**config.mk**
```make
export PLATFORM = sky130hd
export DESIGN_NAME = processing_unit_flat
export DESIGN_NICKNAME = d
export VERILOG_FILES = /design/src/rtl/processing_defs.sv /design/src/rtl/processing_unit_if.sv /design/src/rtl/processing_alu.sv /design/src/rtl/processing_unit.sv /design/src/flat_wrapper.sv
export SDC_FILE = /design/constraint.sdc
export NUM_CORES = 1
export LEC_CHECK = 0
export CORE_ASPECT_RATIO = 1.4
export CORE_UTILIZATION = 32
export DETAILED_ROUTE_END_ITERATION = 10
export SLEW_MARGIN = 20
export SYNTH_ARGS = -nofsm -noshare
export SYNTH_HDL_FRONTEND = slang
export SYNTH_SLANG_ARGS = --single-unit
```
**constraint.sdc**
```tcl
create_clock -name clk -period 5.27 [get_ports clk]
set_clock_uncertainty 0.2 [all_clocks]
set_input_delay 1.581 -clock clk [delete_from_list [all_inputs] [get_ports clk]]
set_output_delay 1.581 -clock clk [all_outputs]
set_load 0.02 [all_outputs]
```
**src/rtl/processing_defs.sv**
```systemverilog
`default_nettype none
// ============================================================================
//  Package     : processing_defs
//  Description : Shared widths, bus select codes and ALU opcodes for the
//                processing unit datapath and its control unit.
//  Revision    : 1.0 - initial release
// ============================================================================
package processing_defs;

  localparam int WORD_SIZE    = 10;
  localparam int DATA_SIZE    = 8;
  localparam int ADDRESS_SIZE = 8;
  localparam int OP_SIZE      = 4;
  localparam int SEL1_SIZE    = 3;
  localparam int SEL2_SIZE    = 3;

  // Bus_1a / Bus_1b source codes; 6 and 7 drive zero
  typedef enum logic [SEL1_SIZE-1:0] {
    SEL1_R0    = 3'd0,
    SEL1_R1    = 3'd1,
    SEL1_R2    = 3'd2,
    SEL1_R3    = 3'd3,
    SEL1_PC    = 3'd4,
    SEL1_CONST = 3'd5
  } sel1_e;

  // Bus_2 source codes; 5 to 7 drive zero
  typedef enum logic [SEL2_SIZE-1:0] {
    SEL2_ALU    = 3'd0,
    SEL2_BUS_1A = 3'd1,
    SEL2_MEM    = 3'd2,
    SEL2_CONST  = 3'd3,
    SEL2_ADDR   = 3'd4
  } sel2_e;

  // ALU opcodes carried in IR[9:6]; any other code passes operand a
  typedef enum logic [OP_SIZE-1:0] {
    ADD = 4'd0,
    SUB = 4'd1,
    AND = 4'd2,
    OR  = 4'd3,
    NOT = 4'd4
  } alu_op_e;

  // Shared Bus_1 multiplexer used for both the a and b operand buses
  function automatic logic [DATA_SIZE-1:0] bus_1_mux(
    input logic [SEL1_SIZE-1:0] sel,
    input logic [DATA_SIZE-1:0] r0,
    input logic [DATA_SIZE-1:0] r1,
    input logic [DATA_SIZE-1:0] r2,
    input logic [DATA_SIZE-1:0] r3,
    input logic [DATA_SIZE-1:0] pc,
    input logic [DATA_SIZE-1:0] cst
  );
    logic [DATA_SIZE-1:0] v;
    v = '0;
    case (sel)
      SEL1_R0:    v = r0;
      SEL1_R1:    v = r1;
      SEL1_R2:    v = r2;
      SEL1_R3:    v = r3;
      SEL1_PC:    v = pc;
      SEL1_CONST: v = cst;
      default:    v = '0;
    endcase
    return v;
  endfunction

endpackage

`default_nettype wire

```
**src/rtl/processing_unit_if.sv**
```systemverilog
`default_nettype none
// ============================================================================
//  Interface   : processing_unit_if
//  Description : Control strobes, mux selects and unified memory port that
//                connect the control unit, the datapath and memory.
//  Revision    : 1.0 - initial release
// ============================================================================
interface processing_unit_if;
  import processing_defs::*;

  logic                    Load_R0;
  logic                    Load_R1;
  logic                    Load_R2;
  logic                    Load_R3;
  logic                    Load_PC;
  logic                    Inc_PC;
  logic [SEL1_SIZE-1:0]    Sel_Bus_1a_Mux;
  logic [SEL1_SIZE-1:0]    Sel_Bus_1b_Mux;
  logic [SEL2_SIZE-1:0]    Sel_Bus_2_Mux;
  logic                    Load_IR;
  logic                    Load_Add_R;
  logic                    Load_Reg_Z;
  logic [ADDRESS_SIZE-1:0] address_decoded;
  logic [DATA_SIZE-1:0]    constant_decoded;
  logic [WORD_SIZE-1:0]    instruction;
  logic                    zero;
  logic [WORD_SIZE-1:0]    mem_rdata;
  logic [ADDRESS_SIZE-1:0] mem_addr;
  logic [DATA_SIZE-1:0]    mem_wdata;

  // Control unit side
  modport master (
    output Load_R0, Load_R1, Load_R2, Load_R3, Load_PC, Inc_PC,
    output Sel_Bus_1a_Mux, Sel_Bus_1b_Mux, Sel_Bus_2_Mux,
    output Load_IR, Load_Add_R, Load_Reg_Z,
    output address_decoded, constant_decoded,
    input  instruction, zero
  );

  // Datapath side
  modport slave (
    input  Load_R0, Load_R1, Load_R2, Load_R3, Load_PC, Inc_PC,
    input  Sel_Bus_1a_Mux, Sel_Bus_1b_Mux, Sel_Bus_2_Mux,
    input  Load_IR, Load_Add_R, Load_Reg_Z,
    input  address_decoded, constant_decoded,
    output instruction, zero,
    input  mem_rdata,
    output mem_addr, mem_wdata
  );

  // Memory side
  modport mem (
    input  mem_addr, mem_wdata,
    output mem_rdata
  );

endinterface

`default_nettype wire

```
**src/rtl/processing_alu.sv**
```systemverilog
`default_nettype none
// ============================================================================
//  Module      : processing_alu
//  Description : Combinational 8-bit ALU; no carry or overflow is kept.
//  Revision    : 1.0 - initial release
// ============================================================================
module processing_alu
  import processing_defs::*;
(
  input  logic [DATA_SIZE-1:0] a,
  input  logic [DATA_SIZE-1:0] b,
  input  logic [OP_SIZE-1:0]   op,
  output logic [DATA_SIZE-1:0] result,
  output logic                 zero
);

  // Operation select; unknown opcodes pass operand a
  always_comb begin
    result = a;
    case (op)
      ADD:     result = a + b;
      SUB:     result = a - b;
      AND:     result = a & b;
      OR:      result = a | b;
      NOT:     result = ~a;
      default: result = a;
    endcase
  end

  assign zero = (result == '0);

endmodule

`default_nettype wire

```
**src/rtl/processing_unit.sv**
```systemverilog
`default_nettype none
// ============================================================================
//  Module      : processing_unit
//  Description : Datapath holding R0-R3, PC, IR, Add_R and Reg_Z, the ALU and
//                the Bus_1a/Bus_1b/Bus_2 multiplexers; drives the memory port.
//  Revision    : 1.0 - initial release
// ============================================================================
module processing_unit
  import processing_defs::*;
(
  input  logic              clk,
  input  logic              rst,
  processing_unit_if.slave  bus
);

  logic [DATA_SIZE-1:0]    r_reg [4];
  logic [ADDRESS_SIZE-1:0] r_pc;
  logic [WORD_SIZE-1:0]    r_ir;
  logic [ADDRESS_SIZE-1:0] r_add_r;
  logic                    r_reg_z;

  logic [DATA_SIZE-1:0]    w_bus_1a;
  logic [DATA_SIZE-1:0]    w_bus_1b;
  logic [DATA_SIZE-1:0]    w_bus_2;
  logic [DATA_SIZE-1:0]    w_alu_out;
  logic                    w_alu_zero;
  logic [3:0]              w_load_r;

  assign w_load_r = {bus.Load_R3, bus.Load_R2, bus.Load_R1, bus.Load_R0};

  assign w_bus_1a = bus_1_mux(bus.Sel_Bus_1a_Mux, r_reg[0], r_reg[1], r_reg[2],
                              r_reg[3], r_pc, bus.constant_decoded);
  assign w_bus_1b = bus_1_mux(bus.Sel_Bus_1b_Mux, r_reg[0], r_reg[1], r_reg[2],
                              r_reg[3], r_pc, bus.constant_decoded);

  processing_alu u_alu (
    .a      (w_bus_1a),
    .b      (w_bus_1b),
    .op     (r_ir[WORD_SIZE-1 -: OP_SIZE]),
    .result (w_alu_out),
    .zero   (w_alu_zero)
  );

  // Bus_2 source select; only the low data byte of a memory word is routed
  always_comb begin
    w_bus_2 = '0;
    case (bus.Sel_Bus_2_Mux)
      SEL2_ALU:    w_bus_2 = w_alu_out;
      SEL2_BUS_1A: w_bus_2 = w_bus_1a;
      SEL2_MEM:    w_bus_2 = bus.mem_rdata[DATA_SIZE-1:0];
      SEL2_CONST:  w_bus_2 = bus.constant_decoded;
      SEL2_ADDR:   w_bus_2 = bus.address_decoded;
      default:     w_bus_2 = '0;
    endcase
  end

  // Register file: every strobed register takes the same Bus_2 value
  always_ff @(posedge clk or negedge rst) begin
    if (!rst) begin
      for (int i = 0; i < 4; i++) r_reg[i] <= '0;
    end else begin
      for (int i = 0; i < 4; i++) begin
        if (w_load_r[i]) r_reg[i] <= w_bus_2;
      end
    end
  end

  // Program counter: a load overrides an increment; increment wraps at 8'hFF
  always_ff @(posedge clk or negedge rst) begin
    if (!rst) begin
      r_pc <= '0;
    end else if (bus.Load_PC) begin
      r_pc <= w_bus_2;
    end else if (bus.Inc_PC) begin
      r_pc <= r_pc + 8'd1;
    end
  end

  // Instruction, address and zero-flag registers
  always_ff @(posedge clk or negedge rst) begin
    if (!rst) begin
      r_ir    <= '0;
      r_add_r <= '0;
      r_reg_z <= 1'b0;
    end else begin
      if (bus.Load_IR)    r_ir    <= bus.mem_rdata;
      if (bus.Load_Add_R) r_add_r <= w_bus_2;
      if (bus.Load_Reg_Z) r_reg_z <= w_alu_zero;
    end
  end

  assign bus.instruction = r_ir;
  assign bus.zero        = r_reg_z;
  assign bus.mem_addr    = r_add_r;
  assign bus.mem_wdata   = w_bus_1a;

endmodule

`default_nettype wire

```
**src/flat_wrapper.sv**
```systemverilog
// flat-port wrapper written by rule: the top's interface ports become plain ports
module processing_unit_flat import processing_defs::*;
  (clk, rst, bus_Load_R0, bus_Load_R1, bus_Load_R2, bus_Load_R3, bus_Load_PC, bus_Inc_PC, bus_Sel_Bus_1a_Mux, bus_Sel_Bus_1b_Mux, bus_Sel_Bus_2_Mux, bus_Load_IR, bus_Load_Add_R, bus_Load_Reg_Z, bus_address_decoded, bus_constant_decoded, bus_instruction, bus_zero, bus_mem_rdata, bus_mem_addr, bus_mem_wdata);
  processing_unit_if bus_i ();
  input  logic clk;
  input  logic rst;
  input wire logic [$bits(bus_i.Load_R0)-1:0] bus_Load_R0;
  input wire logic [$bits(bus_i.Load_R1)-1:0] bus_Load_R1;
  input wire logic [$bits(bus_i.Load_R2)-1:0] bus_Load_R2;
  input wire logic [$bits(bus_i.Load_R3)-1:0] bus_Load_R3;
  input wire logic [$bits(bus_i.Load_PC)-1:0] bus_Load_PC;
  input wire logic [$bits(bus_i.Inc_PC)-1:0] bus_Inc_PC;
  input wire logic [$bits(bus_i.Sel_Bus_1a_Mux)-1:0] bus_Sel_Bus_1a_Mux;
  input wire logic [$bits(bus_i.Sel_Bus_1b_Mux)-1:0] bus_Sel_Bus_1b_Mux;
  input wire logic [$bits(bus_i.Sel_Bus_2_Mux)-1:0] bus_Sel_Bus_2_Mux;
  input wire logic [$bits(bus_i.Load_IR)-1:0] bus_Load_IR;
  input wire logic [$bits(bus_i.Load_Add_R)-1:0] bus_Load_Add_R;
  input wire logic [$bits(bus_i.Load_Reg_Z)-1:0] bus_Load_Reg_Z;
  input wire logic [$bits(bus_i.address_decoded)-1:0] bus_address_decoded;
  input wire logic [$bits(bus_i.constant_decoded)-1:0] bus_constant_decoded;
  output wire logic [$bits(bus_i.instruction)-1:0] bus_instruction;
  output wire logic [$bits(bus_i.zero)-1:0] bus_zero;
  input wire logic [$bits(bus_i.mem_rdata)-1:0] bus_mem_rdata;
  output wire logic [$bits(bus_i.mem_addr)-1:0] bus_mem_addr;
  output wire logic [$bits(bus_i.mem_wdata)-1:0] bus_mem_wdata;
  assign bus_i.Load_R0 = bus_Load_R0;
  assign bus_i.Load_R1 = bus_Load_R1;
  assign bus_i.Load_R2 = bus_Load_R2;
  assign bus_i.Load_R3 = bus_Load_R3;
  assign bus_i.Load_PC = bus_Load_PC;
  assign bus_i.Inc_PC = bus_Inc_PC;
  assign bus_i.Sel_Bus_1a_Mux = bus_Sel_Bus_1a_Mux;
  assign bus_i.Sel_Bus_1b_Mux = bus_Sel_Bus_1b_Mux;
  assign bus_i.Sel_Bus_2_Mux = bus_Sel_Bus_2_Mux;
  assign bus_i.Load_IR = bus_Load_IR;
  assign bus_i.Load_Add_R = bus_Load_Add_R;
  assign bus_i.Load_Reg_Z = bus_Load_Reg_Z;
  assign bus_i.address_decoded = bus_address_decoded;
  assign bus_i.constant_decoded = bus_constant_decoded;
  assign bus_instruction = bus_i.instruction;
  assign bus_zero = bus_i.zero;
  assign bus_i.mem_rdata = bus_mem_rdata;
  assign bus_mem_addr = bus_i.mem_addr;
  assign bus_mem_wdata = bus_i.mem_wdata;
  processing_unit u_core (.clk(clk), .rst(rst), .bus(bus_i));
endmodule
```
Word level (Yosys, flattened, before mapping)
Index checks and enable logic that the tools add are counted.
Storage, ports and cells
  flip-flop bits (word level): 59
  input port bits: 46
  output and inout port bits: 27
  word-level logic and storage cells: 44
Cells by class
  add/sub/neg operators: 3
  equal/unequal tests: 18
  mux-type cells: 6
  bitwise gates (word level): 3
  reduce and logical (&&, ||, !) cells: 6
Operators with widths (number)
  8-bit one-hot mux with 6 select lines: 2
  8-bit one-hot mux with 5 select lines: 2
  3-bit by 2-bit equality test with 1-bit output, second input constant: 6
  8-bit two-way mux: 2
  3-bit equality test, second input constant: 5
  3-bit by 1-bit equality test with 1-bit output, second input constant: 3
  3-bit logical NOT: 3
  8-bit by 1-bit adder with 8-bit output, second input constant: 1
  8-bit adder: 1
  8-bit AND: 1
  4-bit by 2-bit equality test with 1-bit output, second input constant: 2
  8-bit logical NOT: 1
  8-bit NOT: 1
  8-bit bitwise OR: 1
  8-bit subtractor: 1
  4-bit by 1-bit equality test with 1-bit output, second input constant: 1
  4-bit by 3-bit equality test with 1-bit output, second input constant: 1
  4-bit logical NOT: 1
  2-bit nonzero test: 1

Longest topological paths before layout
  word-level depth: 6
  gate-level depth with buffers: 18
  gate-level depth less buffers: 15

By module
Synthesis repeated with hierarchy kept, for this count alone.
Second synthesis, totals
  cells, all modules: 499
  area total of the unflattened synthesis: 4929.7 um^2
By module, submodules not included
  processing_unit: times used 1, cells each 362, area each 3952.5 um^2
  processing_alu: times used 1, cells each 137, area each 977.2 um^2

Worst setup path before layout
No wires, ideal clock.
  kind: input-to-reg
  start: in bus_Sel_Bus_1a_Mux[2]
  end: reg u_core.r_reg[17] in the netlist's numbering
  library setup time: 0.137 ns
  arrival: 5.026 ns
  data required time: 4.933 ns
  path slack: -0.093 ns
  stages on the path: 16
  cell sequence: buf_4 buf_6 buf_2 nor2b_1 a211oi_1 o32ai_1 inv_1 ha_1 inv_1 fa_1 nand2_1 o21ai_0 a211o_1 mux2_2 a221oi_2 a21oi_1
Between the ends
  word-level cells in the longest chain between the ends: 5
  elaborated cells on any way between the ends: 14
  those cells by class: add/sub: 2; eq/ne: 5; mux: 3; bitwise: 3; reduce/logical: 1
Ends and longest elaborated chain
  start, declared: line flat_wrapper.sv:13  | input wire logic [$bits(bus_i.Sel_Bus_1a_Mux)-1:0] bus_Sel_Bus_1a_Mux;
  3-bit equality test, or another cell as far along: line processing_defs.sv:57  | case (sel)
  8-bit one-hot mux with 6 select lines (*): line processing_defs.sv:57
  net bus_mem_wdata[0]: line flat_wrapper.sv:25  | output wire logic [$bits(bus_i.mem_wdata)-1:0] bus_mem_wdata;
  8-bit subtractor / 8-bit adder (equally long branches): line processing_alu.sv:22, processing_alu.sv:21
  8-bit one-hot mux with 5 select lines (*): line processing_alu.sv:20  | case (op)
  8-bit one-hot mux with 5 select lines (*): line processing_unit.sv:47  | case (bus.Sel_Bus_2_Mux)
  end signal, assigned by index: line processing_unit.sv:63  | if (w_load_r[i]) r_reg[i] <= w_bus_2;
  end, declared: line processing_unit.sv:16  | logic [DATA_SIZE-1:0] r_reg [4];
Mark *: on every way through the listed nets, which the timed path passes. The rest lies on a longest branch.
A chain may end at the register's enable or synchronous reset.

Worst setup path after layout
  start: in bus_Sel_Bus_1a_Mux[2]
  end: out bus_mem_wdata[5]
Between the ends
  word-level cells in the longest chain between the ends: 2
  elaborated cells on any way between the ends: 7
  those cells by class: eq/ne: 5; mux: 1; reduce/logical: 1
Ends and longest elaborated chain (line)
  3-bit equality test, or another cell as far along: processing_defs.sv:57
  8-bit one-hot mux with 6 select lines (*): processing_defs.sv:57
  end, declared: flat_wrapper.sv:25
Every way passes the cells marked *; elsewhere a longest branch is shown, timed or not.

==> tab_implementation.tex <==
\begin{tabular}{lr}
\hline
Metric & Value \\
\hline
\multicolumn{2}{l}{\textbf{Outcome}} \\
Run status & complete, no violations \\
\multicolumn{2}{l}{\textbf{Cells and area}} \\
Area of all placed cells without fillers & 6200 µm² \\
Syn-to-layout area delta & 40.3\% \\
Fillers & 1,334 \\
Number of nets in the layout & 705 \\
Fraction of final layout cells with drive strength greater than 1 & 0.222 \\
Largest register FFs & 32 \\
Multi-input gate area & 2800 µm² \\
Count of inserted antenna diode cells & 0 \\
Area taken by flip-flops and latches & 1480 µm² \\
\multicolumn{2}{l}{\textbf{GRT}} \\
Number of global-route vias before repair & 4,689 \\
GRT Total Usage & 0.229 \\
Pin count of the biggest net entering global routing & 43 \\
Met1 track demand over resource in global routing & 0.246 \\
Grt met2 use & 0.416 \\
Most used routing layer & met2 \\
Remaining Overflow, GRT & 0 \\
Global-route wire length before repair & 24,600 µm \\
Global-route track usage on met3 & 0.0283 \\
Number of antenna violations at the first check in global routing & 0 \\
\multicolumn{2}{l}{\textbf{Synth}} \\
YS warnings & 0 \\
Synthesized net count & 572 \\
Avg Synthesized Cell Area & 8.61 µm² \\
Number of synthesized flops with an enable pin & 0 \\
Area of the mapped netlist & 4420 µm² \\
Post-Synthesis Cells & 514 \\
Share of async-settable or async-resettable flops after synthesis & 1.00 \\
Leading register cell type out of synthesis & dfrtp\_1 \\
Number of synthesized register bits & 59 \\
Synth unique cells & 61 \\
Sequential fraction of the synthesis area & 0.334 \\
\multicolumn{2}{l}{\textbf{Worst setup path}} \\
Slowest-stage cell, CP & clkdlybuf4s50\_1 \\
Reg2Reg Launch Point & u\_core.bus.instruction[8] \\
Worst Reg2Reg Path Length in Cells & 14 \\
Top fanout value on the critical path & 8 \\
Worst path arrival time & 3.46 ns \\
Classification of the worst setup path & input port to output port \\
Data required time of the worst path & 3.49 ns \\
Largest incremental delay on the critical path & 0.47 ns \\
Kind of start point of the critical path & input port \\
Cells traversed along the worst timing path & clkdlybuf4s50\_1 -> buf\_6 -> buf\_4 -> mux2\_2 -> a21oi\_1 -> o221ai\_1 -> dlygate4sd2\_1 \\
Critical path endpoint category & output port \\
Worst r2r dst & u\_core.r\_reg[4] \\
FF-to-FF setup slack & 1.27 ns \\
\multicolumn{2}{l}{\textbf{STA}} \\
Fin. Hold Viols & 0 \\
Highest clock rate & 191 MHz \\
Number of max-slew violations in the final report & 0 \\
Clock period minus final worst setup slack & 5.24 ns \\
Smallest hold slack & 0.304 ns \\
Total negative slack & 0 ns \\
Setup violations, final & 0 \\
Fin crit share & 0.994 \\
Actual slew at the worst max-slew pin & 0.685 ns \\
Unrepaired setup endpoints after global routing & no \\
Worst slew margin & 0.542 \\
\multicolumn{2}{l}{\textbf{Pwr}} \\
Maximum vdd ir drop & 135 µV \\
Share of total power in combinational logic & 0.390 \\
Relative contribution of sequential cells to total power & 0.292 \\
Static Leakage & 2.75 nW \\
Share of power burned in the clock network & 0.318 \\
Cell area power density & 317 nW/µm² \\
Switching part of the total power & 0.344 \\
Net switching power & 676 µW \\
Total power draw & 1.97 mW \\
Cell internal power dissipation & 1.29 mW \\
\multicolumn{2}{l}{\textbf{Job}} \\
Total of max-cap violations & 0 \\
\multicolumn{2}{l}{\textbf{Place}} \\
Final weighted congestion in routability-driven placement & 1.01 \\
Number of I/O port buffers & 72 \\
DP Wirelength & 12,800 µm \\
Post-Place Cell Area & 5820 µm² \\
\multicolumn{2}{l}{\textbf{Routing}} \\
Detailed-routing iteration count for the pre-antenna-repair pass & 4 \\
1st-iter DRT viols & 230 \\
DRC violation count after routing & 0 \\
DRT antenna net count & 0 \\
Routed via count & 4,474 \\
Mean routed wirelength per cell & 18.9 µm \\
Via/cell ratio & 5.36 \\
Total length of routed wires & 15,800 µm \\
\multicolumn{2}{l}{\textbf{Hold path}} \\
Startpoint of the worst hold path & u\_core.bus.mem\_addr[7] \\
Class of the tightest hold or removal check & flip-flop to flip-flop \\
Hold Path End & u\_core.bus.mem\_addr[7] \\
Cell count of the worst hold path & 2 \\
\multicolumn{2}{l}{\textbf{Floorplanning}} \\
Count of pins on the block boundary & 73 \\
Total die area & 14,300 µm² \\
Horizontal die dimension & 101 µm \\
Floorplan Core Area & 13,500 µm² \\
Effective utilization at floorplan & 0.329 \\
Number of cell rows & 50 \\
Die Y & 141 µm \\
\multicolumn{2}{l}{\textbf{CTS}} \\
Clock tree from TritonCTS & yes \\
Worst skew pair latency & 0.33 ns \\
Maximum root-to-sink buffer count & 2 \\
Sinks on Clock Net & 59 \\
Number of buffers created by CTS & 9 \\
Clock Pin Slew Worst Setup and Hold Paths & 0.05 ns \\
Htree depth & 3 \\
Root buffer cell & clkbuf\_16 \\
\hline
\end{tabular}
-- worst max-delay path, delay by kind of cell --
family                 cells  cell delay, ns
AOI/OAI and AO/OA          2            0.37
buffers and inverters      4            1.17
muxes                      1            0.33
-- how the worst max path moves through the flow --
stage                                   to  depth (start not counted)  slack [ns]                   from
after floorplan           u_core.r_reg[13]                         14        0.17  bus_Sel_Bus_1a_Mux[2]
after global placement    u_core.r_reg[22]                         16       -0.47  bus_Sel_Bus_1b_Mux[2]
after detailed placement  u_core.r_reg[13]                         16       -0.49  bus_Sel_Bus_1b_Mux[0]
after CTS                 u_core.r_reg[21]                         17        0.02  bus_Sel_Bus_1b_Mux[1]
after global routing       u_core.r_reg[6]                         19       0.002  bus_Sel_Bus_1a_Mux[2]
final                     bus_mem_wdata[5]                          7        0.03  bus_Sel_Bus_1a_Mux[2]
-- cell usage after synthesis (6+ instances only) --
cell      count  share of area
nor2b_1      10          0.014
a21oi_1      60          0.068
ha_1         11          0.031
a221oi_2      6          0.020
o21ai_1       9          0.010
nand3_1      16          0.018
nand2b_1     10          0.014
nand2_1      31          0.026
xnor2_1       6          0.012
a211oi_1      9          0.015
o21ai_0      16          0.018
mux2i_1      39          0.088
inv_1        15          0.013
nor3_1        8         0.0091
buf_1         8         0.0068
dfrtp_1      59           0.33
o22ai_1       6         0.0085
clkbuf_1     14          0.012
xor2_1        8          0.016
mux2_2       22          0.056
nor2_1       75          0.064
-- cell type report --
type / count / area share
multi-input combinational: 408 / 0.451
sequential: 59 / 0.238
timing repair buffer: 153 / 0.213
tap: 182 / 0.0367
clock buffer: 9 / 0.0363
clock inverter: 7 / 0.0149
inverter: 16 / 0.00968
-- per-stage QoR --
| step | worst slack, ns | cells | utilization |
|---|---|---|---|
| finish | 0.0294 | 834 | 0.461 |
| CTS | 0.0220 | 833 | 0.458 |
| global placement | -0.473 | 817 | 0.433 |
| floorplan | 0.173 | 514 | - |
| global route | 0.00161 | 834 | 0.461 |
| detailed placement | -0.486 | 817 | 0.433 |
-- metal layers --
| layer | vias to the layer above | part of all wire | wire length, µm |
|---|---|---|---|
| met5 | - | 0 | 0 |
| met4 | 0 | 0.056 | 878 |
| met3 | 47 | 0.032 | 507 |
| met2 | 145 | 0.53 | 8320 |
| met1 | 2148 | 0.38 | 6070 |
| li1 | 2134 | - | - |
-- cell families after synthesis --
kind of cell    synth area share
buf+inv                   0.0478
simple gates               0.178
mux                        0.158
compound gates             0.219
fa+ha+maj                 0.0356
flops                      0.334
xor+xnor                  0.0277
-- power by group through the flow --
stage | Sequential (mW) | Combinational, mW | Clock [mW]
after floorplan | 0.576 | 0.407 | 0
after global placement | 0.577 | 0.736 | 0
after detailed placement | 0.579 | 0.743 | 0
after CTS | 0.572 | 0.750 | 0.638
after global routing | 0.581 | 0.828 | 0.659
final | 0.573 | 0.767 | 0.626
-- timing repair --
item	in CTS	in global routing
setup buffers	0	1
hold buffers	0	0
gates resized for setup	18	17
gates cloned	0	0
pin swaps	0	3
endpoints found under the hold margin	0	0
endpoints found under the setup margin	38	41
-- cell usage in the layout (no fill, tap or decap), types with 7 or more instances in the layout --
| master | count |
|---|---|
| o21ai_1 | 13 |
| nand2_1 | 31 |
| nor2_1 | 75 |
| inv_1 | 15 |
| mux2_2 | 21 |
| o21ai_0 | 12 |
| xor2_1 | 8 |
| nand2b_1 | 10 |
| nand3_1 | 16 |
| buf_4 | 80 |
| nor3_1 | 7 |
| a21oi_1 | 59 |
| ha_1 | 11 |
| clkdlybuf4s50_1 | 59 |
| clkbuf_16 | 9 |
| nor2b_1 | 8 |
| dfrtp_1 | 59 |
| mux2i_1 | 39 |
(Power assumes the default switching activity.)
